<file path="config.mk">
export PLATFORM = sky130hd
export DESIGN_NAME = cpu_trace_emitter
export DESIGN_NICKNAME = d
export VERILOG_FILES = /design/src/rtl/cpu_trace_emitter.sv
export SDC_FILE = /design/constraint.sdc
export NUM_CORES = 1
export LEC_CHECK = 0
export CORE_AREA = 2 2 129 131
export DETAILED_ROUTE_END_ITERATION = 6
export DIE_AREA = 0 0 131 133
export HOLD_SLACK_MARGIN = 0.15
export PLACE_DENSITY = 0.79
export REMOVE_ABC_BUFFERS = 1
export SLEW_MARGIN = 10
export SYNTH_ARGS = -nofsm -noshare
export SYNTH_HDL_FRONTEND = slang
export SYNTH_SLANG_ARGS = --single-unit
</file>
<file path="constraint.sdc">
create_clock -name clk -period 4.6 [get_ports clk]
set_input_delay 0.69 -clock clk [delete_from_list [all_inputs] [get_ports clk]]
set_output_delay 0.69 -clock clk [all_outputs]
set_load 0.01 [all_outputs]
</file>
<file path="src/rtl/cpu_trace_emitter.sv">
// ---------------------------------------------------------------------------
// cpu_trace_emitter
//
// Takes one structured write record per valid/ready handshake and serialises
// it as an ASCII trace line, one character per clock, for cpu_checker:
//
//   register write : ^<time>@<pc>: $<grf> <= <data>#
//   memory write   : ^<time>@<pc>: *<addr> <= <data>#
//
// Parameters
//   UPPER_HEX  1 = hex digits a-f emitted as 'A'-'F', 0 = as 'a'-'f'
//   GAP        idle cycles inserted after '#' before accepting again (0..255)
//
// Ports
//   clk         clock, rising edge
//   reset_n     asynchronous reset, active low
//   in_valid    record offered
//   in_ready    emitter can accept a record (registered, high only in IDLE)
//   in_type     1 = register write, 2 = memory write, 0/3 = dropped
//   in_time     four BCD digits, most significant first
//   in_pc       instruction address
//   in_grf      register number (register writes only)
//   in_addr     memory address (memory writes only)
//   in_data     written value
//   char        current ASCII character, 8'h00 when char_valid is low
//   char_valid  char carries a record character this cycle
//   busy        a record is in flight
//   rec_count   number of completed records, wraps
// ---------------------------------------------------------------------------
module cpu_trace_emitter #(
  parameter int UPPER_HEX = 0,
  parameter int GAP       = 0
) (
  input  logic        clk,
  input  logic        reset_n,
  input  logic        in_valid,
  output logic        in_ready,
  input  logic [1:0]  in_type,
  input  logic [15:0] in_time,
  input  logic [31:0] in_pc,
  input  logic [4:0]  in_grf,
  input  logic [31:0] in_addr,
  input  logic [31:0] in_data,
  output logic [7:0]  char,
  output logic        char_valid,
  output logic        busy,
  output logic [15:0] rec_count
);

  // ASCII codes used in the line
  localparam logic [7:0] CH_NUL   = 8'h00;
  localparam logic [7:0] CH_CARET = 8'h5E;  // '^'
  localparam logic [7:0] CH_AT    = 8'h40;  // '@'
  localparam logic [7:0] CH_COLON = 8'h3A;  // ':'
  localparam logic [7:0] CH_SPACE = 8'h20;  // ' '
  localparam logic [7:0] CH_DOLR  = 8'h24;  // '$'
  localparam logic [7:0] CH_STAR  = 8'h2A;  // '*'
  localparam logic [7:0] CH_LT    = 8'h3C;  // '<'
  localparam logic [7:0] CH_EQ    = 8'h3D;  // '='
  localparam logic [7:0] CH_HASH  = 8'h23;  // '#'
  localparam logic [7:0] CH_ZERO  = 8'h30;  // '0'

  // Offset so that 10 + offset lands on 'a' or 'A'
  localparam logic [7:0] HEX_ALPHA_BASE = (UPPER_HEX != 0) ? 8'h37 : 8'h57;

  // WAIT counts down from GAP-1 to 0, giving exactly GAP cycles
  localparam logic [7:0] GAP_LAST = 8'((GAP > 0) ? (GAP - 1) : 0);

  typedef enum logic [3:0] {
    S_IDLE,
    S_CARET,
    S_TIME,
    S_AT,
    S_PC,
    S_COLSP,
    S_TAG,
    S_OPND,
    S_ARROW,
    S_DATA,
    S_HASH,
    S_WAIT
  } state_t;

  state_t      state_reg, state_next;
  logic [2:0]  cnt_reg, cnt_next;      // digit index inside a multi-char field
  logic [7:0]  gap_reg, gap_next;      // remaining WAIT cycles minus one

  logic [1:0]  type_reg;
  logic [15:0] time_reg;
  logic [31:0] pc_reg;
  logic [4:0]  grf_reg;
  logic [31:0] addr_reg;
  logic [31:0] data_reg;

  logic [7:0]  char_reg, char_next;
  logic        char_valid_reg, char_valid_next;
  logic        in_ready_reg;
  logic [15:0] rec_count_reg;

  logic        accept;

  logic [1:0]  tens_dec;
  logic [3:0]  ones_dec;

  logic [3:0]  time_nib;
  logic [3:0]  pc_nib;
  logic [3:0]  addr_nib;
  logic [3:0]  data_nib;

  assign in_ready   = in_ready_reg;
  assign char       = char_reg;
  assign char_valid = char_valid_reg;
  assign busy       = (state_reg != S_IDLE);
  assign rec_count  = rec_count_reg;

  function automatic logic [7:0] hex_char(input logic [3:0] nib);
    if (nib < 4'd10) begin
      return CH_ZERO + {4'h0, nib};
    end
    return HEX_ALPHA_BASE + {4'h0, nib};
  endfunction

  // Index of the most significant non-zero time digit; an all-zero time
  // still prints one digit, so the minimum is 0.
  function automatic logic [2:0] time_msd(input logic [15:0] t);
    if (t[15:12] != 4'h0) return 3'd3;
    if (t[11:8]  != 4'h0) return 3'd2;
    if (t[7:4]   != 4'h0) return 3'd1;
    return 3'd0;
  endfunction

  // Decimal split of the register number (0..31)
  always_comb begin
    tens_dec = 2'd0;
    ones_dec = 4'(grf_reg);
    if (grf_reg >= 5'd30) begin
      tens_dec = 2'd3;
      ones_dec = 4'(grf_reg - 5'd30);
    end else if (grf_reg >= 5'd20) begin
      tens_dec = 2'd2;
      ones_dec = 4'(grf_reg - 5'd20);
    end else if (grf_reg >= 5'd10) begin
      tens_dec = 2'd1;
      ones_dec = 4'(grf_reg - 5'd10);
    end
  end

  assign accept = in_valid && in_ready_reg;

  // Next-state and digit counter. Each state holds for as many cycles as it
  // has characters; cnt counts down so the last character is always cnt=0.
  always_comb begin
    state_next = state_reg;
    cnt_next   = cnt_reg;
    gap_next   = gap_reg;
    case (state_reg)
      S_IDLE: begin
        // Invalid types are consumed here without leaving IDLE
        if (accept && (in_type == 2'd1 || in_type == 2'd2)) begin
          state_next = S_CARET;
        end
      end
      S_CARET: begin
        state_next = S_TIME;
        cnt_next   = time_msd(time_reg);
      end
      S_TIME: begin
        if (cnt_reg == 3'd0) begin
          state_next = S_AT;
        end else begin
          cnt_next = cnt_reg - 3'd1;
        end
      end
      S_AT: begin
        state_next = S_PC;
        cnt_next   = 3'd7;
      end
      S_PC: begin
        if (cnt_reg == 3'd0) begin
          state_next = S_COLSP;
          cnt_next   = 3'd1;
        end else begin
          cnt_next = cnt_reg - 3'd1;
        end
      end
      S_COLSP: begin
        if (cnt_reg == 3'd0) begin
          state_next = S_TAG;
        end else begin
          cnt_next = cnt_reg - 3'd1;
        end
      end
      S_TAG: begin
        state_next = S_OPND;
        if (type_reg == 2'd1) begin
          cnt_next = (grf_reg >= 5'd10) ? 3'd1 : 3'd0;
        end else begin
          cnt_next = 3'd7;
        end
      end
      S_OPND: begin
        if (cnt_reg == 3'd0) begin
          state_next = S_ARROW;
          cnt_next   = 3'd3;
        end else begin
          cnt_next = cnt_reg - 3'd1;
        end
      end
      S_ARROW: begin
        if (cnt_reg == 3'd0) begin
          state_next = S_DATA;
          cnt_next   = 3'd7;
        end else begin
          cnt_next = cnt_reg - 3'd1;
        end
      end
      S_DATA: begin
        if (cnt_reg == 3'd0) begin
          state_next = S_HASH;
        end else begin
          cnt_next = cnt_reg - 3'd1;
        end
      end
      S_HASH: begin
        if (GAP == 0) begin
          state_next = S_IDLE;
        end else begin
          state_next = S_WAIT;
          gap_next   = GAP_LAST;
        end
      end
      S_WAIT: begin
        if (gap_reg == 8'd0) begin
          state_next = S_IDLE;
        end else begin
          gap_next = gap_reg - 8'd1;
        end
      end
      default: begin
        state_next = S_IDLE;
      end
    endcase
  end

  // Character for the state/digit about to be entered, so char is registered
  // alongside the state that produced it.
  assign time_nib = time_reg[{cnt_next[1:0], 2'b00} +: 4];
  assign pc_nib   = pc_reg[{cnt_next, 2'b00} +: 4];
  assign addr_nib = addr_reg[{cnt_next, 2'b00} +: 4];
  assign data_nib = data_reg[{cnt_next, 2'b00} +: 4];

  always_comb begin
    char_next       = CH_NUL;
    char_valid_next = 1'b1;
    case (state_next)
      S_CARET: char_next = CH_CARET;
      // BCD digits above 9 deliberately fall through the hex table
      S_TIME:  char_next = hex_char(time_nib);
      S_AT:    char_next = CH_AT;
      S_PC:    char_next = hex_char(pc_nib);
      S_COLSP: char_next = cnt_next[0] ? CH_COLON : CH_SPACE;
      S_TAG:   char_next = (type_reg == 2'd1) ? CH_DOLR : CH_STAR;
      S_OPND: begin
        if (type_reg == 2'd1) begin
          char_next = cnt_next[0] ? (CH_ZERO + {6'h0, tens_dec})
                                  : (CH_ZERO + {4'h0, ones_dec});
        end else begin
          char_next = hex_char(addr_nib);
        end
      end
      S_ARROW: begin
        case (cnt_next[1:0])
          2'd2:    char_next = CH_LT;
          2'd1:    char_next = CH_EQ;
          default: char_next = CH_SPACE;
        endcase
      end
      S_DATA:  char_next = hex_char(data_nib);
      S_HASH:  char_next = CH_HASH;
      default: begin
        char_next       = CH_NUL;
        char_valid_next = 1'b0;
      end
    endcase
  end

  always_ff @(posedge clk or negedge reset_n) begin
    if (!reset_n) begin
      state_reg      <= S_IDLE;
      cnt_reg        <= 3'd0;
      gap_reg        <= 8'd0;
      type_reg       <= 2'd0;
      time_reg       <= 16'h0;
      pc_reg         <= 32'h0;
      grf_reg        <= 5'd0;
      addr_reg       <= 32'h0;
      data_reg       <= 32'h0;
      char_reg       <= CH_NUL;
      char_valid_reg <= 1'b0;
      in_ready_reg   <= 1'b0;
      rec_count_reg  <= 16'h0;
    end else begin
      state_reg      <= state_next;
      cnt_reg        <= cnt_next;
      gap_reg        <= gap_next;
      char_reg       <= char_next;
      char_valid_reg <= char_valid_next;
      // Ready is simply "will be in IDLE next cycle", so it rises one edge
      // after reset release and stays up across a dropped record.
      in_ready_reg   <= (state_next == S_IDLE);
      if (accept) begin
        type_reg <= in_type;
        time_reg <= in_time;
        pc_reg   <= in_pc;
        grf_reg  <= in_grf;
        addr_reg <= in_addr;
        data_reg <= in_data;
      end
      if (state_reg == S_HASH) begin
        rec_count_reg <= rec_count_reg + 16'd1;
      end
    end
  end

endmodule

</file>
==> summary.md, run 1 <==
| Metric | Value |
|---|---|
| Status | `complete, no violations` |
| Initial core utilization | `52.9%` |
| Worst setup EP type | `register` |
| Worst Path Max Fanout | `34` |
| Post-CTS setup buffer count | `0` |
| Minimum clock period | `4.26 ns` |
| R2r worst-path depth | `18` |
| Mapped Cells | `711` |
| DRC viols | `0` |
| FFs w/ async S/R, synth | `100%` |
| Final Wtd Congestion | `between 0.9 and 1` |
| Layout cells sized above 1 | `24.4%` |
| Critical path, cell by cell | `inv_1 -> ha_1 -> nor2b_1 -> inv_2 -> ha_1 -> nor2b_1 -> a221oi_2 -> a311oi_2 -> a32oi_4 -> buf_12 -> mux2i_1 -> mux2i_1 -> mux2i_1 -> ha_1 -> o21a_1 -> o21ai_0 -> nand4bb_1 -> a211o_1` |
| Fillers | `~1200` |
| Worst EP required | `4.91 ns` |
| Num rows | `47` |
| Max incr delay on CP | `0.54 ns` |
| Area post-placement | `~10000 um^2` |
| Maxcap violations | `0` |
| H-tree depth | `4` |
| # IOs | `149` |
| Crit path from | `cnt_reg[0]` |
| Crit path max-delay cell type | `a32oi_4` |
| Area grow syn2layout | `26.0%` |
| Final hold vios | `0` |
| Final WL | `19600 um` |
| Top_reg_cell synth | `dfrtp_1` |
| Clock Sinks | `159` |
| Gr ovfl total | `0` |
| Cell Area, Synth | `8560 um^2` |
| Crit start category | `register` |
| Final slew viol count | `0` |
| DR WL/cell | `~18 um` |
| DR vias | `around 6200` |
| Setup CP Type | `register to register` |
| First-pass detailed-route iteration total | `6` |
| Post-Syn Area per Cell | `around 12 um^2` |
| Final period util | `92.7%` |
| Routed Antenna Nets | `0` |
| Antenna violations before repair | `2` |
| Fmax | `roughly 230 MHz` |
| Synth warn | `0` |
| Post-synthesis register bit count | `159` |
| Pin count of the biggest net entering global routing | `a little over 80` |
| Crit path DAT | `4.58 ns` |
| Vias in the first global route | `6351` |
| Post-CTS sizing | `0` |
| Hold-fix buffers, CTS | `0` |
| Num CTS Buffers | `17` |
| Max_slew headroom | `32.2%` |
| Total Routing Usage GR | `23.9%` |
| Fin util | `approximately 67%` |
| Clock insertion delay at the later pin of the skew report | `0.43 ns` |
| EDFF count, synth | `0` |
| Final WS setup | `0.336 ns` |
| Layout Nets | `993` |
| Post-place setup slack | `around 0.37 ns` |
| DP Wirelength | `14300 um` |
| Seq/Total Area, Yosys | `46.5%` |
| Chip width | `131 um` |
| Yosys cell types | `80` |
| Worst Hold Class | `primary input to asynchronous set/reset pin` |
| WP depth | `18` |
| CTS tree | `built` |
| Cell leakage power | `4.63 nW` |
| CP bufs+invs | `3` |
| Core area | `16200 um^2` |
| Root Buffer | `clkbuf_16` |
| Fin area | `10800 um^2` |
| Pwr dens | `about 900 nW/um^2` |
| Final Setup Violations | `0` |
| Initial drt markers | `approximately 260` |
| RSZ-0062 raised after global routing | `false` |
| Number of buffers added on ports | `147` |
| Reg2reg start | `cnt_reg[0]` |
| Slew @ Worst Pin | `1.02 ns` |
| Die ar. | `17400 um^2` |
| Die height | `approximately 130 um` |
| Vias per cell | `5.66` |
| CP top delay family | `compound AO/OA/AOI/OAI gates` |
| Number of buffers on the longest clock path | `2` |
| Peak VDD IR | `476 uV` |
| Clk pin slew, worst setup/hold paths | `0.06 ns` |
| Global-route wire length before repair | `32100 um` |
| Ant. Diodes | `0` |
| Setup Skew | `0.0116 ns` |
==> stage by stage <==
| step | cells | total power, mW | TNS [ns] | hold WS, ns |
|---|---|---|---|---|
| floorplan | 678 | 6.81 | -1.97 | 0.394 |
| global placement | 1056 | 7.97 | 0 | 0.457 |
| detailed placement | 1056 | 8.24 | 0 | 0.462 |
| CTS | 1088 | 9.80 | 0 | 0.305 |
| global route | 1088 | 10.5 | 0 | 0.328 |
| finish | 1088 | 9.76 | 0 | 0.284 |
==> power breakdown <==
group | total, mW | leakage, nW | internal (mW) | switching, mW
combinational | 5.80 | 2.37 | 2.73 | 3.08
sequential | 2.46 | 1.95 | 2.01 | 0.453
clock | 1.49 | 0.309 | 0.874 | 0.618
==> synthesized netlist by cell type, types with 5 or more instances <==
cell      number  area share (%)
nor2b_1       13            0.95
ha_1          16             2.3
mux2i_1       47             5.5
and3_1         6            0.44
o21ai_0       16            0.94
inv_1         13            0.57
nand2b_1      14             1.0
o31ai_1        5            0.44
o21ai_1        6            0.35
nor2_1        23             1.0
buf_4          5            0.44
nor3_1        12            0.70
xor2_1        10             1.0
a211oi_1       9            0.79
mux2_2       126              17
xnor2_1       20             2.0
clkbuf_1      14            0.61
nand3_1       29             1.7
a21oi_1       25             1.5
nand2_1       32             1.4
dfrtp_1      159              46
nor4_1         7            0.51
==> cell families (layout without fill, tap and decap cells) <==
kind of cell / count (synthesis) / after routing / share of synthesized area [%]
flip-flops: 159 / 159 / 46.5
AO/OA/AOI/OAI: 103 / 103 / 8.92
XOR/XNOR: 30 / 30 / 3.07
other: 1 / 1 / 0.0438
multiplexers: 183 / 183 / 24.3
adder cells (fa/ha/maj): 16 / 16 / 2.34
buffers and inverters: 51 / 208 / 3.68
AND/OR/NAND/NOR: 168 / 168 / 11.2
==> worst register-to-register path: stages, from the launching register on <==
cell and delay [ns]:
dfrtp_1 0.39, inv_1 0.14, ha_1 0.18, nor2b_1 0.21
inv_2 0.10, ha_1 0.20, nor2b_1 0.14, a221oi_2 0.31
a311oi_2 0.08, a32oi_4 0.54, buf_12 0.30, mux2i_1 0.14
mux2i_1 0.17, mux2i_1 0.16, ha_1 0.27, o21a_1 0.19
o21ai_0 0.22, nand4bb_1 0.14, a211o_1 0.28
==> worst paths after layout <==
check / to / slack (ns)
worst max-delay path: char[4] / 0.34
worst max register to register: char[4] / 0.34
max in group asynchronous: data_reg[8] / 3.28
min in group clk: rec_count[15] / 0.46
worst min register to register: rec_count[15] / 0.46
worst min-delay path: in_ready / 0.28
==> layout make-up <==
class | count | area (um^2) | area share (%)
clock buffers | 17 | 425 | 3.94
clock inverters | 15 | 195 | 1.81
flip-flops and latches | 159 | 3980 | 36.9
multi-input cells | 501 | 4270 | 39.6
repair buffers | 158 | 1570 | 14.5
well taps | 220 | 275 | 2.55
inverters | 18 | 72.6 | 0.673
==> layer usage <==
metal  global-route usage [%]  up-vias  share of wire, %
met3                     7.12       36               5.6
met5                        0        -              0.14
met1                     29.9     3042                41
met2                     39.7      181                51
li1                         -     2893                 -
met4                     7.62        4               1.9
==> layout by cell type, fill, tap and decap left out, types with 17 or more instances in the layout <==
cell type	count
dfrtp_1	159
clkdlybuf4s50_1	146
mux2_2	126
mux2i_1	47
nand2_1	31
nand3_1	29
a21oi_1	25
nor2_1	23
xnor2_1	20
clkbuf_16	17
(Power assumes the default switching activity.)
==> inputs of run 2 (changes only) <==
MAX_ROUTING_LAYER = met4   (was unset)
==> run 2 against run 1 <==
  * Register-to-register slack gained 0.11 ns
  * Flip-flop and latch count is the same
  * Worst hold slack gained 0.066 ns
  * Sequential power is essentially flat
  * Die area is the same
  * Clock power shrank 4%
  * Setup slack gained 0.11 ns
  * Largest power group unchanged
==> summary.md, run 2 (synthesized netlist as in run 1, its figures left out) <==
| Metric | Value |
|---|---|
| Status | `complete, no violations (unchanged)` |
| Number of buffers added on ports | `147 (unchanged)` |
| Setup CP Type | `register to register (unchanged)` |
| Area grow syn2layout | `25.7% (was 26.0%)` |
| R2r worst-path depth | `18 (unchanged)` |
| Worst EP required | `4.92 ns (was 4.91 ns)` |
| Minimum clock period | `4.16 ns (was 4.26 ns)` |
| Hold slack | `0.351 ns (was 0.284 ns)` |
| Num CTS Buffers | `17 (unchanged)` |
| Slew @ Worst Pin | `0.995 ns (was 1.02 ns)` |
| Crit start category | `register (unchanged)` |
| Routed Antenna Nets | `0 (unchanged)` |
| Core area | `16200 um^2 (unchanged)` |
| Fmax | `240 MHz (was 235 MHz)` |
| Antenna violations before repair | `0 (was 2)` |
| R2r setup slk | `0.44 ns (was 0.34 ns)` |
| Gr ovfl total | `0 (unchanged)` |
| Most common cell after layout, fill and taps aside | `dfrtp_1 (unchanged)` |
| Final period util | `90.4% (was 92.7%)` |
| # IOs | `149 (unchanged)` |
| Max_slew headroom | `33.7% (was 32.2%)` |
| Total Routing Usage GR | `24.5% (was 23.9%)` |
| Chip width | `131 um (unchanged)` |
| H-tree depth | `4 (unchanged)` |
| Crit path to | `char[4] (unchanged)` |
| Fin area | `10800 um^2 (about the same)` |
| Final hold vios | `0 (unchanged)` |
| Number of buffers on the longest clock path | `2 (unchanged)` |
| RSZ-0062 raised after global routing | `false (unchanged)` |
| Die ar. | `17400 um^2 (unchanged)` |
| Crit path DAT | `4.48 ns (was 4.58 ns)` |
| Final slew viol count | `0 (unchanged)` |
| Setup Skew | `0.0107 ns (was 0.0116 ns)` |
| Area post-placement | `10200 um^2 (unchanged)` |
| CTS tree | `built (unchanged)` |
| Register share of total power | `25.3% (was 25.2%)` |
| Vias in the first global route | `6319 (was 6351)` |
| Final Setup Violations | `0 (unchanged)` |
| Crit path from | `cnt_reg[0] (unchanged)` |
| Clk pin slew, worst setup/hold paths | `0.06 ns (about the same)` |
| Clock insertion delay at the later pin of the skew report | `0.43 ns (about the same)` |
| Ant. Diodes | `0 (unchanged)` |
| DRC viols | `0 (unchanged)` |
| Sw Share | `42.1% (was 42.5%)` |
| Most frequent cells in the layout | `dfrtp_1, clkdlybuf4s50_1, mux2_2 (unchanged)` |
| Hold-fix buffers, CTS | `0 (unchanged)` |
| Initial core utilization | `52.9% (unchanged)` |
| Clock share of power | `14.7% (was 15.3%)` |
| Sw power | `4.08 mW (was 4.15 mW)` |
| Layout cells sized above 1 | `24.0% (was 24.4%)` |
| Root Buffer | `clkbuf_16 (unchanged)` |
| Clock Sinks | `159 (unchanged)` |
| Combinational power share | `59.9% (was 59.5%)` |
| Layout Nets | `993 (unchanged)` |
| Reg2reg start | `cnt_reg[0] (unchanged)` |
| Worst Path Max Fanout | `34 (unchanged)` |
| Post-CTS sizing | `0 (unchanged)` |
| Final Wtd Congestion | `0.946 (was 0.933)` |
| Global-route wire length before repair | `32300 um (was 32100 um)` |
| Num rows | `47 (unchanged)` |
| Peak VDD IR | `475 uV (was 476 uV)` |
| Internal Power | `5.62 mW (was 5.61 mW)` |
| Pwr dens | `901 nW/um^2 (was 904 nW/um^2)` |
| Post-CTS setup buffer count | `0 (unchanged)` |
| Initial drt markers | `276 (was 257)` |
| Reg2reg end | `char[4] (unchanged)` |
| Pin count of the biggest net entering global routing | `97 (was 81)` |
| Die height | `133 um (unchanged)` |
| DR WL/cell | `17.8 um (was 18.0 um)` |
| Final WL | `19300 um (was 19600 um)` |
| Maxcap violations | `0 (unchanged)` |
| Vias per cell | `5.63 (was 5.66)` |
| Worst setup EP type | `register (unchanged)` |
| DR vias | `6108 (was 6156)` |
| First-pass detailed-route iteration total | `5 (was 6)` |
| Worst Hold Class | `primary input to asynchronous set/reset pin (unchanged)` |
| DP Wirelength | `14100 um (was 14300 um)` |
| Cell leakage power | `4.61 nW (was 4.63 nW)` |
## run 2: worst min path at each step
stage               slack (ns)       endpoint  cells after the start          start
finish                    0.35   state_reg[2]                      1        reset_n
global route              0.42   state_reg[3]                      1        reset_n
CTS                       0.39      pc_reg[9]                      1        reset_n
detailed placement        0.46  rec_count[15]                      1  rec_count[15]
global placement          0.46  rec_count[15]                      1  rec_count[15]
floorplan                 0.39    addr_reg[0]                      0        reset_n
## run 2: layout make-up
| cell class | count | area (um^2) |
|---|---|---|
| Tap cell | 220 | 275 |
| Inverter | 18 | 72.6 |
| Timing Repair Buffer | 158 | 1570 |
| Multi-Input combinational cell | 501 | 4270 |
| Clock buffer | 20 | 457 |
| Clock inverter | 9 | 138 |
| Sequential cell | 159 | 3980 |
| Fill cell | 1157 | 5410 |
## run 2: critical path, cell delays in order, from the launching register on
cell	delay [ns]
dfrtp_1	0.39
inv_1	0.14
ha_1	0.18
nor2b_1	0.20
inv_2	0.09
ha_1	0.20
nor2b_1	0.14
a221oi_2	0.31
a311oi_2	0.08
a32oi_4	0.53
buf_12	0.29
mux2i_1	0.11
mux2i_1	0.15
mux2i_1	0.14
ha_1	0.27
o21a_1	0.20
o21ai_0	0.19
nand4bb_1	0.14
a211o_1	0.29
## run 2: power by group through the flow
stage	Combinational [mW]	Clock, mW	Sequential, mW
floorplan	4.49	0	2.32
global placement	5.53	0	2.43
detailed placement	5.77	0	2.47
CTS	5.81	1.46	2.46
global route	6.34	1.51	2.53
finish	5.81	1.43	2.46
## run 2: routing by layer
layer  routed length, um  GRT usage, %  vias up
met5                   0             -        -
met4                 288          5.79        0
met3                1020          5.70       26
met2                9770          39.5      200
met1                8210          31.4     3003
li1                    -             -     2879
## run 2: stage by stage
stage          worst slack, ns  utilization [%]  total power, mW  TNS (ns)  cells
2_1_floorplan           -0.406                -             6.81     -1.97    678
3_3_place_gp             0.640             62.9             7.96         0   1056
3_5_place_dp             0.450             62.9             8.24         0   1056
4_1_cts                  0.438             66.6             9.72         0   1085
5_1_grt                 0.0905             66.6             10.4         0   1085
6_report                 0.441             66.6             9.70         0   1085
==> inputs of run 3 (changes only) <==
ABC_CLOCK_PERIOD_IN_PS = 4600   (was unset)
SKIP_CTS_REPAIR_TIMING = 1   (was unset)
==> results of run 3 <==
The final DEF is identical to that of run 2; final timing and power are the same.
